### src/rtl/contadores_param.sv
// contadores_param: NUM_CH independent event counters with a registered,
// index-selected readout port driven by a two-state IDLE/READ FSM.
// SAT selects wrap (0) or saturate (1) on overflow; ovf flags are sticky.
// Optional build macro CLEAR_ON_READ_EN: a valid readout clears the channel
// being read (to 1 if that channel also pops in the same cycle).
module contadores_param #(
  parameter int NUM_CH = 5,
  parameter int CNT_W  = 5,
  parameter int IDX_W  = 3,
  parameter int SAT    = 0
) (
  input  logic              CLK,
  input  logic              reset,
  input  logic [NUM_CH-1:0] pop,
  input  logic              req,
  input  logic [IDX_W-1:0]  idx,
  output logic [CNT_W-1:0]  data,
  output logic              valid,
  output logic [NUM_CH-1:0] ovf,
  output logic              busy
);

  typedef enum logic {
    IDLE = 1'b0,
    READ = 1'b1
  } state_t;

  state_t state_reg, state_next;

  logic [CNT_W-1:0]  cnt_w [NUM_CH];
  logic [NUM_CH-1:0] rd_hit;
  logic [CNT_W-1:0]  data_reg, data_next;
  logic              valid_reg, valid_next;

  // One-hot match of the requested channel; all zero when idx is out of range
  always_comb begin
    rd_hit = '0;
    for (int i = 0; i < NUM_CH; i++) begin
      if (req && (idx == IDX_W'(i))) begin
        rd_hit[i] = 1'b1;
      end
    end
  end

  // Per-channel counter and sticky overflow flag
  for (genvar gi = 0; gi < NUM_CH; gi++) begin : g_ch
    logic [CNT_W-1:0] cnt_reg, cnt_next;
    logic             ovf_reg, ovf_next;
    logic             clr;

`ifdef CLEAR_ON_READ_EN
    assign clr = rd_hit[gi];
`else
    assign clr = 1'b0;
`endif

    // Next count: clear-on-read wins over a plain pop; overflow only on pop at all-ones
    always_comb begin
      cnt_next = cnt_reg;
      ovf_next = ovf_reg;
      if (clr) begin
        cnt_next = pop[gi] ? CNT_W'(1) : '0;
      end else if (pop[gi]) begin
        if (&cnt_reg) begin
          ovf_next = 1'b1;
          cnt_next = (SAT != 0) ? cnt_reg : '0;
        end else begin
          cnt_next = cnt_reg + 1'b1;
        end
      end
    end

    // Counter state register; reset discards any pop in the same cycle
    always_ff @(posedge CLK) begin
      if (reset) begin
        cnt_reg <= '0;
        ovf_reg <= 1'b0;
      end else begin
        cnt_reg <= cnt_next;
        ovf_reg <= ovf_next;
      end
    end

    assign cnt_w[gi] = cnt_reg;
    assign ovf[gi]   = ovf_reg;
  end

  // FSM next state and readout mux; readout uses the count before this edge
  always_comb begin
    state_next = state_reg;
    valid_next = 1'b0;
    data_next  = '0;
    case (state_reg)
      IDLE:    if (req)  state_next = READ;
      READ:    if (!req) state_next = IDLE;
      default: state_next = IDLE;
    endcase
    for (int i = 0; i < NUM_CH; i++) begin
      if (rd_hit[i]) begin
        valid_next = 1'b1;
        data_next  = cnt_w[i];
      end
    end
  end

  // State and registered readout; reset aborts any pending readout
  always_ff @(posedge CLK) begin
    if (reset) begin
      state_reg <= IDLE;
      data_reg  <= '0;
      valid_reg <= 1'b0;
    end else begin
      state_reg <= state_next;
      data_reg  <= data_next;
      valid_reg <= valid_next;
    end
  end

  assign data  = data_reg;
  assign valid = valid_reg;
  assign busy  = (state_reg == READ);

endmodule

### config.mk
export PLATFORM = sky130hd
export DESIGN_NAME = contadores_param
export DESIGN_NICKNAME = d
export VERILOG_FILES = /design/src/rtl/contadores_param.sv
export SDC_FILE = /design/constraint.sdc
export NUM_CORES = 1
export LEC_CHECK = 0
export BUFFER_PORTS_ARGS = -buffer_cell sky130_fd_sc_hd__buf_2
export CORE_ASPECT_RATIO = 0.9
export CORE_MARGIN = 2
export CORE_UTILIZATION = 40
export CTS_CLUSTER_DIAMETER = 150
export DETAILED_ROUTE_END_ITERATION = 7
export GPL_ROUTABILITY_DRIVEN = 0
export PLACE_DENSITY = 0.64
export SYNTH_ARGS = -nofsm -noshare
export SYNTH_HDL_FRONTEND = slang
export SYNTH_SLANG_ARGS = --single-unit
### constraint.sdc
create_clock -name CLK -period 1.5 [get_ports CLK]
set_clock_uncertainty 0.15 [all_clocks]
set_input_delay 0.075 -clock CLK [delete_from_list [all_inputs] [get_ports CLK]]
set_output_delay 0.075 -clock CLK [all_outputs]
set_load 0.03 [all_outputs]
### After elaboration in Yosys (flattened, before gate mapping)

Cells that the tools add are included.

* register bits after elaboration: 37
* bits in latches: 0
* RAM bits: 0
* bits in read-only memories: 0
* logic and storage cells: 59
* memories kept: 0

* add/sub/neg operators: 5
* multiply operators: 0
* div/mod/pow operators: 0
* magnitude comparators: 0
* eq/ne operators: 4
* shifts and indexed selects: 0
* muxes and demuxes: 21
* bitwise logic cells: 0
* reduce and logical (&&, ||, !) cells: 16

Operators by type and width (number)
* 5-bit 2-to-1 mux: 10
* 6-bit AND reduction: 5
* 5-bit by 1-bit adder with 5-bit output, second input constant: 5
* 5-bit AND reduction: 5
* 1-bit 2-to-1 mux: 11
* 3-bit by 2-bit == test with 1-bit output, second input constant: 2
* 1-bit logical AND: 5
* 3-bit by 1-bit == test with 1-bit output, second input constant: 1
* 3-bit == test, second input constant: 1
* 3-bit zero test: 1

### Longest topological paths before layout

Gate-level depths: netlist of the first run.

* depth in word-level cells: 8
* mapped depth: 6
* gate-level depth less buffers: 6

### Least setup slack after synthesis of the first run

Ideal clock, no wire load.

* path kind: register to register
* start: register g_ch[0].cnt_reg[0]
* end: register g_ch[0].cnt_reg[2]
* setup time: 0.065 ns
* arrival: 1.263 ns
* slack: 0.022 ns
* stages on the path, launching flop included: 7
* path buffers: 0
* clock period less this slack: 1.478 ns
* cells stage by stage: dfxtp_1 -> ha_1 -> and3_1 -> ha_1 -> nor4bb_1 -> a21oi_1 -> nor2_1

* word-level cells in the longest chain between the ends: 2
* elaborated cells between the ends (all ways): 3
* classes of those cells: add/sub (1); mux (1); reduce/logical (1)

Ends and longest elaborated chain
* start: declaration: RTL line 47 `logic [CNT_W-1:0] cnt_reg, cnt_next;`
* start signal: assignment: RTL line 79 `cnt_reg <= cnt_next;`
* 5-bit by 1-bit adder with 5-bit output or 5-bit AND reduction (tied branches): RTL line 68, 64
* 5-bit 2-to-1 mux (*): RTL line 64 `if (&cnt_reg) begin`

Mark *: on every way between the ends. The rest lies on a longest branch, timed or not.
A chain may end at the register's enable or synchronous reset.

### Worst setup path in the final report of the first run

* start: register g_ch[2].cnt_reg[1]
* end: register g_ch[2].cnt_reg[2]

* word-level cells in the longest chain between the ends: 2
* elaborated cells between the ends (all ways): 3
* classes of those cells: add/sub (1); mux (1); reduce/logical (1)

Ends and longest elaborated chain (RTL line)
* start: declaration: 47
* start signal: assignment: 79
* 5-bit by 1-bit adder with 5-bit output or 5-bit AND reduction (tied branches): 68, 64
* 5-bit 2-to-1 mux (*): 64

Marked as above.

==> results by group, run 1 <==
Floorplanning
  – Top-Level Pins: 23
  – Num rows: 23
  – Effective utilization at floorplan: 0.414
  – Floorplan die area: 5140 µm²
  – Die X-Extent: 75.4 µm
  – Die H: 68.2 µm
  – Core area: 4430 µm²

Setup path
  – Worst reg2reg path depth: 6
  – Worst Setup Start Kind: register
  – Critical path peak fanout: 3
  – Timing endpoint of the critical path: g_ch[2].cnt_reg[2]
  – Destination of the worst register-to-register timing path: g_ch[2].cnt_reg[2]
  – Launching element of the worst setup path: g_ch[2].cnt_reg[1]
  – Crit path DAT: 1540 ps
  – Required time at the endpoint of the critical path: 1570 ps
  – Worst reg2reg path startpoint: g_ch[2].cnt_reg[1]
  – Worst R2R Setup Slack: 30 ps
  – Type of destination of the critical path: register
  – WS Path Type: register to register

Placement
  – Number of buffer cells added on primary ports: 22
  – Area after DPL: roughly 2100 µm²
  – Post-detailed-placement half-perimeter wirelength: 2.74 mm
  – Pre-CTS setup slack: -50.5 ps

Finish
  – Final nets: 259
  – Number of diodes: 0
  – Largest register FFs: 25
  – Final-layout fill cell count: 437
  – Final cell area excluding filler cells: 2430 µm²
  – Growth of design area from synthesis to finish: 32.8%
  – Fraction of final layout cells sized beyond drive strength 1: 0.363
  – FF+latch area: roughly 750 µm²
  – Combined area of the multi-input logic cells: 1150 µm²

Clock tree
  – TritonCTS clock tree: built
  – Maximum level of the CTS H-tree: 2
  – Clock tree buffer depth: 2
  – Clock transition at the register clock pins on the worst setup and hold paths after CTS: about 70 ps
  – Clock insertion delay at the later pin of the skew report: 280 ps
  – Sinks on Clock Net: 37
  – Number of buffers created by CTS: 5
  – Root cell of the clock tree: clkbuf_8

Synthesis
  – Warnings, synthesis: 0
  – Main synth FF type: dfxtp_1
  – Leading cell type by number of instances after synthesis: dfxtp_1
  – Post-synthesis sequential element count: 37
  – Top cell types by occurrence after synthesis: 37 x dfxtp_1, 35 x nor2_1, 15 x mux2i_1, 10 x and3_1, 10 x ha_1
  – Leading cell types by total area after synthesis: dfxtp_1 40%, mux2i_1 8.2%, nor2_1 7.2%
  – Post-synthesis cell count: slightly below 200
  – Count of different cell masters after synthesis: 34
  – Post-synthesis net count: 214
  – Post-Synthesis Cell Area: between 1500 and 2000 µm²
  – Sequential share of the synthesized area: 0.404
  – Number of enable flip-flop cells after synthesis: 0
  – Cell type with the largest total area after synthesis: dfxtp_1
  – Average size of a mapped cell: about 9.5 µm²
  – Yosys top cell area share: 0.404
  – FFs w/ async S/R, synth: 0

Global routing
  – Global-route wire length before repair: 6.53 mm
  – Via count of the first global-routing pass: 1412
  – Number of antenna violations at the first check in global routing: 0
  – Largest net degree at the start of global routing: 19
  – Total congestion overflow: 0
  – Gr usage total: 0.169

STA
  – Total setup violations reported at the end of the flow: 0
  – Transition time of the tightest slew-check pin: roughly 320 ps
  – Accumulated negative setup slack: 0 ps
  – Rel. slew slack: 0.788
  – Fraction of the cycle the final worst path needs: 0.980
  – Upper clock frequency limit: 0.680 GHz
  – Slew Limit Fails: 0
  – RSZ-0062 raised after global routing: true
  – Fin worst setup slack: 30.0 ps
  – Post-route minimum period: 1470 ps
  – Count of final hold-check violations: 0

Routing
  – Drt via density: approximately 5
  – Count of TritonRoute iterations in the first routing pass: 4
  – Routed vias: ~1500
  – DRC violations left: 0
  – Drt initial violations: 61
  – Routed len/inst: 13.3 µm
  – Wirelength, routed: roughly 4.0 mm
  – Post-detailed-route count of antenna-violating nets: 0

Power
  – Static leakage power: 0.00102 µW
  – Total power: 1940 µW
  – Maximum ir drop on the vdd rail: 0.504 mV
  – Power per cell area: 795 nW/µm²

Outcome
  – Run status: complete, no violations

Worst hold path
  – Type of the most critical hold path: primary input to register

Job
  – Number of maximum-capacitance constraint violations: 0
==> how the worst min path moves through the flow <==
stage | endpoint | depth (start not counted) | slack [ps] | from
CTS | data[0] | 3 | 10 | idx[2]
global route | data[0] | 3 | 10 | idx[2]
global placement | g_ch[1].cnt_reg[3] | 2 | 220 | pop[1]
detailed placement | g_ch[4].cnt_reg[3] | 2 | 220 | pop[4]
finish | data[0] | 3 | 20 | idx[2]
floorplan | g_ch[1].cnt_reg[3] | 1 | 20 | pop[1]
==> cell families after synthesis <==
group	Yosys count	synth area share
adder cells (fa/ha/maj)	10	0.0683
buffers and inverters	18	0.0628
flip-flops	37	0.404
multiplexers	16	0.0962
AND/OR/NAND/NOR	73	0.213
AO/OA/AOI/OAI	34	0.132
XOR/XNOR	5	0.0239
==> placed cells by master, fill, tap and decap left out, drive strengths merged, types with 2 or more instances in the layout <==
cell type	synthesis	routed
clkbuf	3	5
a41oi	5	5
nor4b	3	3
a2bb2oi	3	3
nor4bb	2	2
a21oi	9	9
buf	11	45
nand2b	2	2
nor3	8	8
and3	10	10
ha	10	10
xor2	5	5
nor2b	3	3
nor2	35	35
a211oi	5	5
nand2	7	7
dlygate4sd3	0	7
dfxtp	37	37
inv	4	4
mux2i	15	15
o22a	3	3
o21ai	6	6
==> metal layers <==
metal  wire length, µm  global-route usage  vias up
met5                 0                   0        -
met4                71              0.0680        0
met1              1930               0.226      696
met2              1830               0.262       35
li1                  -                   -      774
met3               154              0.0398        7
==> cell type report <==
type / instances / share of cell area
Clock buffer: 5 / 0.0283
Clock inverter: 1 / 0.00206
Inverter: 4 / 0.00617
Multi-Input combinational cell: 138 / 0.474
Sequential cell: 37 / 0.308
Tap cell: 62 / 0.0319
Timing Repair Buffer: 52 / 0.150
==> critical path, stage by stage (launching register included) <==
cell      delay [ps]
dfxtp_2          340
ha_4             160
and3_4           180
ha_4             160
nor4bb_1         250
a21oi_1           70
nor2_1           110
==> repair_timing <==
item,in CTS,in global routing
gates cloned,0,0
hold buffers,7,0
endpoints found under the setup margin,7,12
pin swaps,2,8
setup buffers,1,0
gates resized for setup,7,31
hold endpoints to repair,16,0
==> power breakdown <==
part           total, µW  switching (µW)  internal [µW]  leakage [µW]
Clock                631             326            305     0.0000399
Sequential          1030            19.6           1010      0.000303
Combinational        271             137            134      0.000680
Total               1940             482           1450       0.00102
==> per-stage QoR <==
stage           util  hold slack (ps)  std cells
3_3_place_gp   0.473              218        285
5_1_grt        0.549             14.0        299
3_5_place_dp   0.473              218        285
2_1_floorplan      -             18.9        193
4_1_cts        0.514             10.2        299
6_report       0.549             22.8        299
(Power assumes the default switching activity.)
==> run 2: changes to the inputs <==
CORE_MARGIN = default   (was 2)
CORE_UTILIZATION = 51   (was 40)
CTS_BUF_LIST = sky130_fd_sc_hd__clkbuf_4 sky130_fd_sc_hd__clkbuf_8 sky130_fd_sc_hd__clkbuf_16   (was default)
PLACE_DENSITY = 0.77   (was 0.64)
==> run 2 against run 1 <==
Net effect: the run now ends with setup timing left; cell count decreased by 7.0%; total power increased by 4.2%; combinational power decreased by 2%; first-iteration DRC count increased by 97%; clock power increased by 13%; core utilization increased by 16 points; worst hold slack about the same; register-to-register slack got worse by 40 ps; largest power group unchanged.
==> results by group, run 2 (synthesis gave the netlist of run 1 again) <==
STA
  – Worst Hold Slack: 22.7 ps (-0.0781 ps)
  – Post-route minimum period: 1510 ps (+44.0 ps)
  – Count of final hold-check violations: 0 (unchanged)
  – Upper clock frequency limit: 0.661 GHz (-2.9%)
  – Transition time of the tightest slew-check pin: 395 ps (+76.2 ps)
  – Rel. slew slack: 0.737 (-0.0508)
  – Total setup violations reported at the end of the flow: 1 (+1)
  – RSZ-0062 raised after global routing: true
  – Slew Limit Fails: 0 (unchanged)
  – Fraction of the cycle the final worst path needs: 1.01 (+0.0293)
  – Fin worst setup slack: -14.0 ps (-44.0 ps)

Job
  – Number of maximum-capacitance constraint violations: 0 (unchanged)

Floorplanning
  – Core area: 3400 µm² (-23%)
  – Effective utilization at floorplan: 0.539 (+0.125)
  – Die X-Extent: 65.2 µm (-13%)
  – Die H: 58.9 µm (-14%)
  – Floorplan die area: 3840 µm² (-25%)
  – Top-Level Pins: 23 (unchanged)
  – Num rows: 20 (-13%)

Power
  – Cell Int Power: 1530 µW (+5.1%)
  – Maximum ir drop on the vdd rail: 0.617 mV (+23%)
  – Switching share of power: 0.243 (-0.00665)
  – Comb power frac: 0.132 (-0.008)
  – Clock share of power: 0.353 (+0.027)
  – Switching power: 489 µW (+1.4%)
  – Total power: 2020 µW (+4.2%)
  – Static leakage power: 0.00101 µW (-1.4%)
  – Power per cell area: 839 nW/µm² (+5.6%)
  – Power share of the sequential group: 0.515 (-0.019)

Worst hold path
  – Hold wc startpoint: idx[2]
  – Hold depth: 3 (unchanged)
  – Worst hold endpoint: data[0]
  – Type of the most critical hold path: primary input to register

Finish
  – End-of-flow core utilization: 0.706 (+0.157)
  – Growth of design area from synthesis to finish: 31.1%
  – Fraction of final layout cells sized beyond drive strength 1: 0.376 (+0.0132)
  – Commonest cells after routing, fill and taps aside: 35 x nor2_1, 27 x dfxtp_1, 22 x buf_2
  – Number of diodes: 0 (unchanged)
  – Commonest non-fill, non-tap cell in the layout: nor2_1
  – Largest register FFs: 25 (unchanged)
  – Final nets: 255 (-1.5%)

Global routing
  – Via count of the first global-routing pass: 1434 (+1.6%)
  – Number of antenna violations at the first check in global routing: 0 (unchanged)
  – Gr usage total: 0.220 (+0.0516)
  – Global-route wire length before repair: 6.33 mm (-3.1%)
  – Total congestion overflow: 0 (unchanged)
  – Largest net degree at the start of global routing: 21 (+2)

Routing
  – Post-detailed-route count of antenna-violating nets: 0 (unchanged)
  – Drt initial violations: 120 (+97%)
  – Routed vias: 1528 (+1.1%)
  – Count of TritonRoute iterations in the first routing pass: 4 (unchanged)
  – DRC violations left: 0 (unchanged)
  – Routed len/inst: 14.7 µm (+10%)
  – Wirelength, routed: 4.08 mm (+2.4%)
  – Drt via density: 5.50 (+8.7%)

Setup path
  – WS Path Type: register to register
  – Type of destination of the critical path: register
  – Required time at the endpoint of the critical path: 1580 ps (about the same)
  – Worst reg2reg path depth: 6 (unchanged)
  – Critical path peak fanout: 3 (unchanged)
  – Cell repeated most along the worst path: ha_4
  – Worst R2R Setup Slack: -10 ps (-40 ps)
  – Worst-path cell chain: ha_4 > and3_4 > ha_4 > nor4bb_2 > a21oi_1 > nor2_1
  – Destination of the worst register-to-register timing path: g_ch[2].cnt_reg[2]
  – Crit path DAT: 1590 ps (+50 ps)
  – Worst reg2reg path startpoint: g_ch[2].cnt_reg[1]
  – Worst Setup Start Kind: register
  – Slowest CP cell: dfxtp_2
  – Critical path's largest stage delay: 340 ps (about the same)

Clock tree
  – Root cell of the clock tree: clkbuf_8
  – TritonCTS clock tree: built
  – Maximum level of the CTS H-tree: 2 (unchanged)
  – Clock transition at the register clock pins on the worst setup and hold paths after CTS: 70 ps (about the same)
  – Clock tree buffer depth: 2 (unchanged)
  – Clock insertion delay at the later pin of the skew report: 290 ps (about the same)
  – Sinks on Clock Net: 37 (unchanged)
  – Number of buffers created by CTS: 5 (unchanged)

Outcome
  – Violations in the final reports: setup timing
  – Run status: finished with violations

Placement
  – Number of buffer cells added on primary ports: 22 (unchanged)
  – Post-detailed-placement half-perimeter wirelength: 2.62 mm (-4.5%)
[run 2: through the flow]
step,area (µm²),TNS (ps),cells,worst slack (ps)
floorplan,1830,0,193,22.2
global placement,2030,-13.0,262,-9.69
detailed placement,2030,-280,262,-116
CTS,2290,0,277,0.432
global route,2400,-202,278,-113
finish,2400,-14.0,278,-14.0
[run 2: critical path, delay by kind of cell, from the launching register on]
family | cells | cell delay [ps]
compound gates | 1 | 80
fa+ha+maj | 2 | 320
simple gates | 3 | 560
flops | 1 | 340
[run 2: power groups by stage]
stage               Clock (µW)  Combinational (µW)  Sequential, µW
finish                     712                 266            1040
global route               771                 293            1040
detailed placement           0                 236            1050
floorplan                    0                 135            1070
CTS                        724                 253            1030
global placement             0                 231            1050
[run 2: layer usage]
metal | global-route usage | share of wire | up-vias
met5 | 0 | 0 | -
met2 | 0.371 | 0.51 | 37
met4 | 0.0590 | 0.0059 | 0
met3 | 0.0659 | 0.033 | 2
met1 | 0.275 | 0.46 | 715
li1 | - | - | 774
[run 2: worst max path at each step]
stage,start,endpoint,slack [ps],cells past startpoint
6_report,g_ch[2].cnt_reg[1],g_ch[2].cnt_reg[2],-10,6
2_1_floorplan,g_ch[0].cnt_reg[0],g_ch[0].cnt_reg[2],20,6
3_5_place_dp,g_ch[4].cnt_reg[0],g_ch[4].cnt_reg[2],-120,6
3_3_place_gp,g_ch[2].cnt_reg[0],g_ch[2].cnt_reg[2],-10,6
4_1_cts,g_ch[4].cnt_reg[0],g_ch[4].cnt_reg[2],0.4,6
5_1_grt,g_ch[2].cnt_reg[0],g_ch[2].cnt_reg[2],-110,6
[run 2: cell type report]
type	count	area (µm²)
repair buffers	48	320
well taps	44	55.1
flip-flops and latches	37	753
clock buffers	7	90.1
inverters	4	15.0
multi-input cells	138	1170
fillers	280	1000
[run 2: repair_timing]
item / 4_1_cts / 5_1_grt
pin swaps: 6 / 10
hold buffers: 6 / 0
gates resized for setup: 21 / 21
hold endpoints to repair: 17 / 0
setup buffers: 2 / 1
cloned: 0 / 0
setup endpoints to repair: 5 / 8
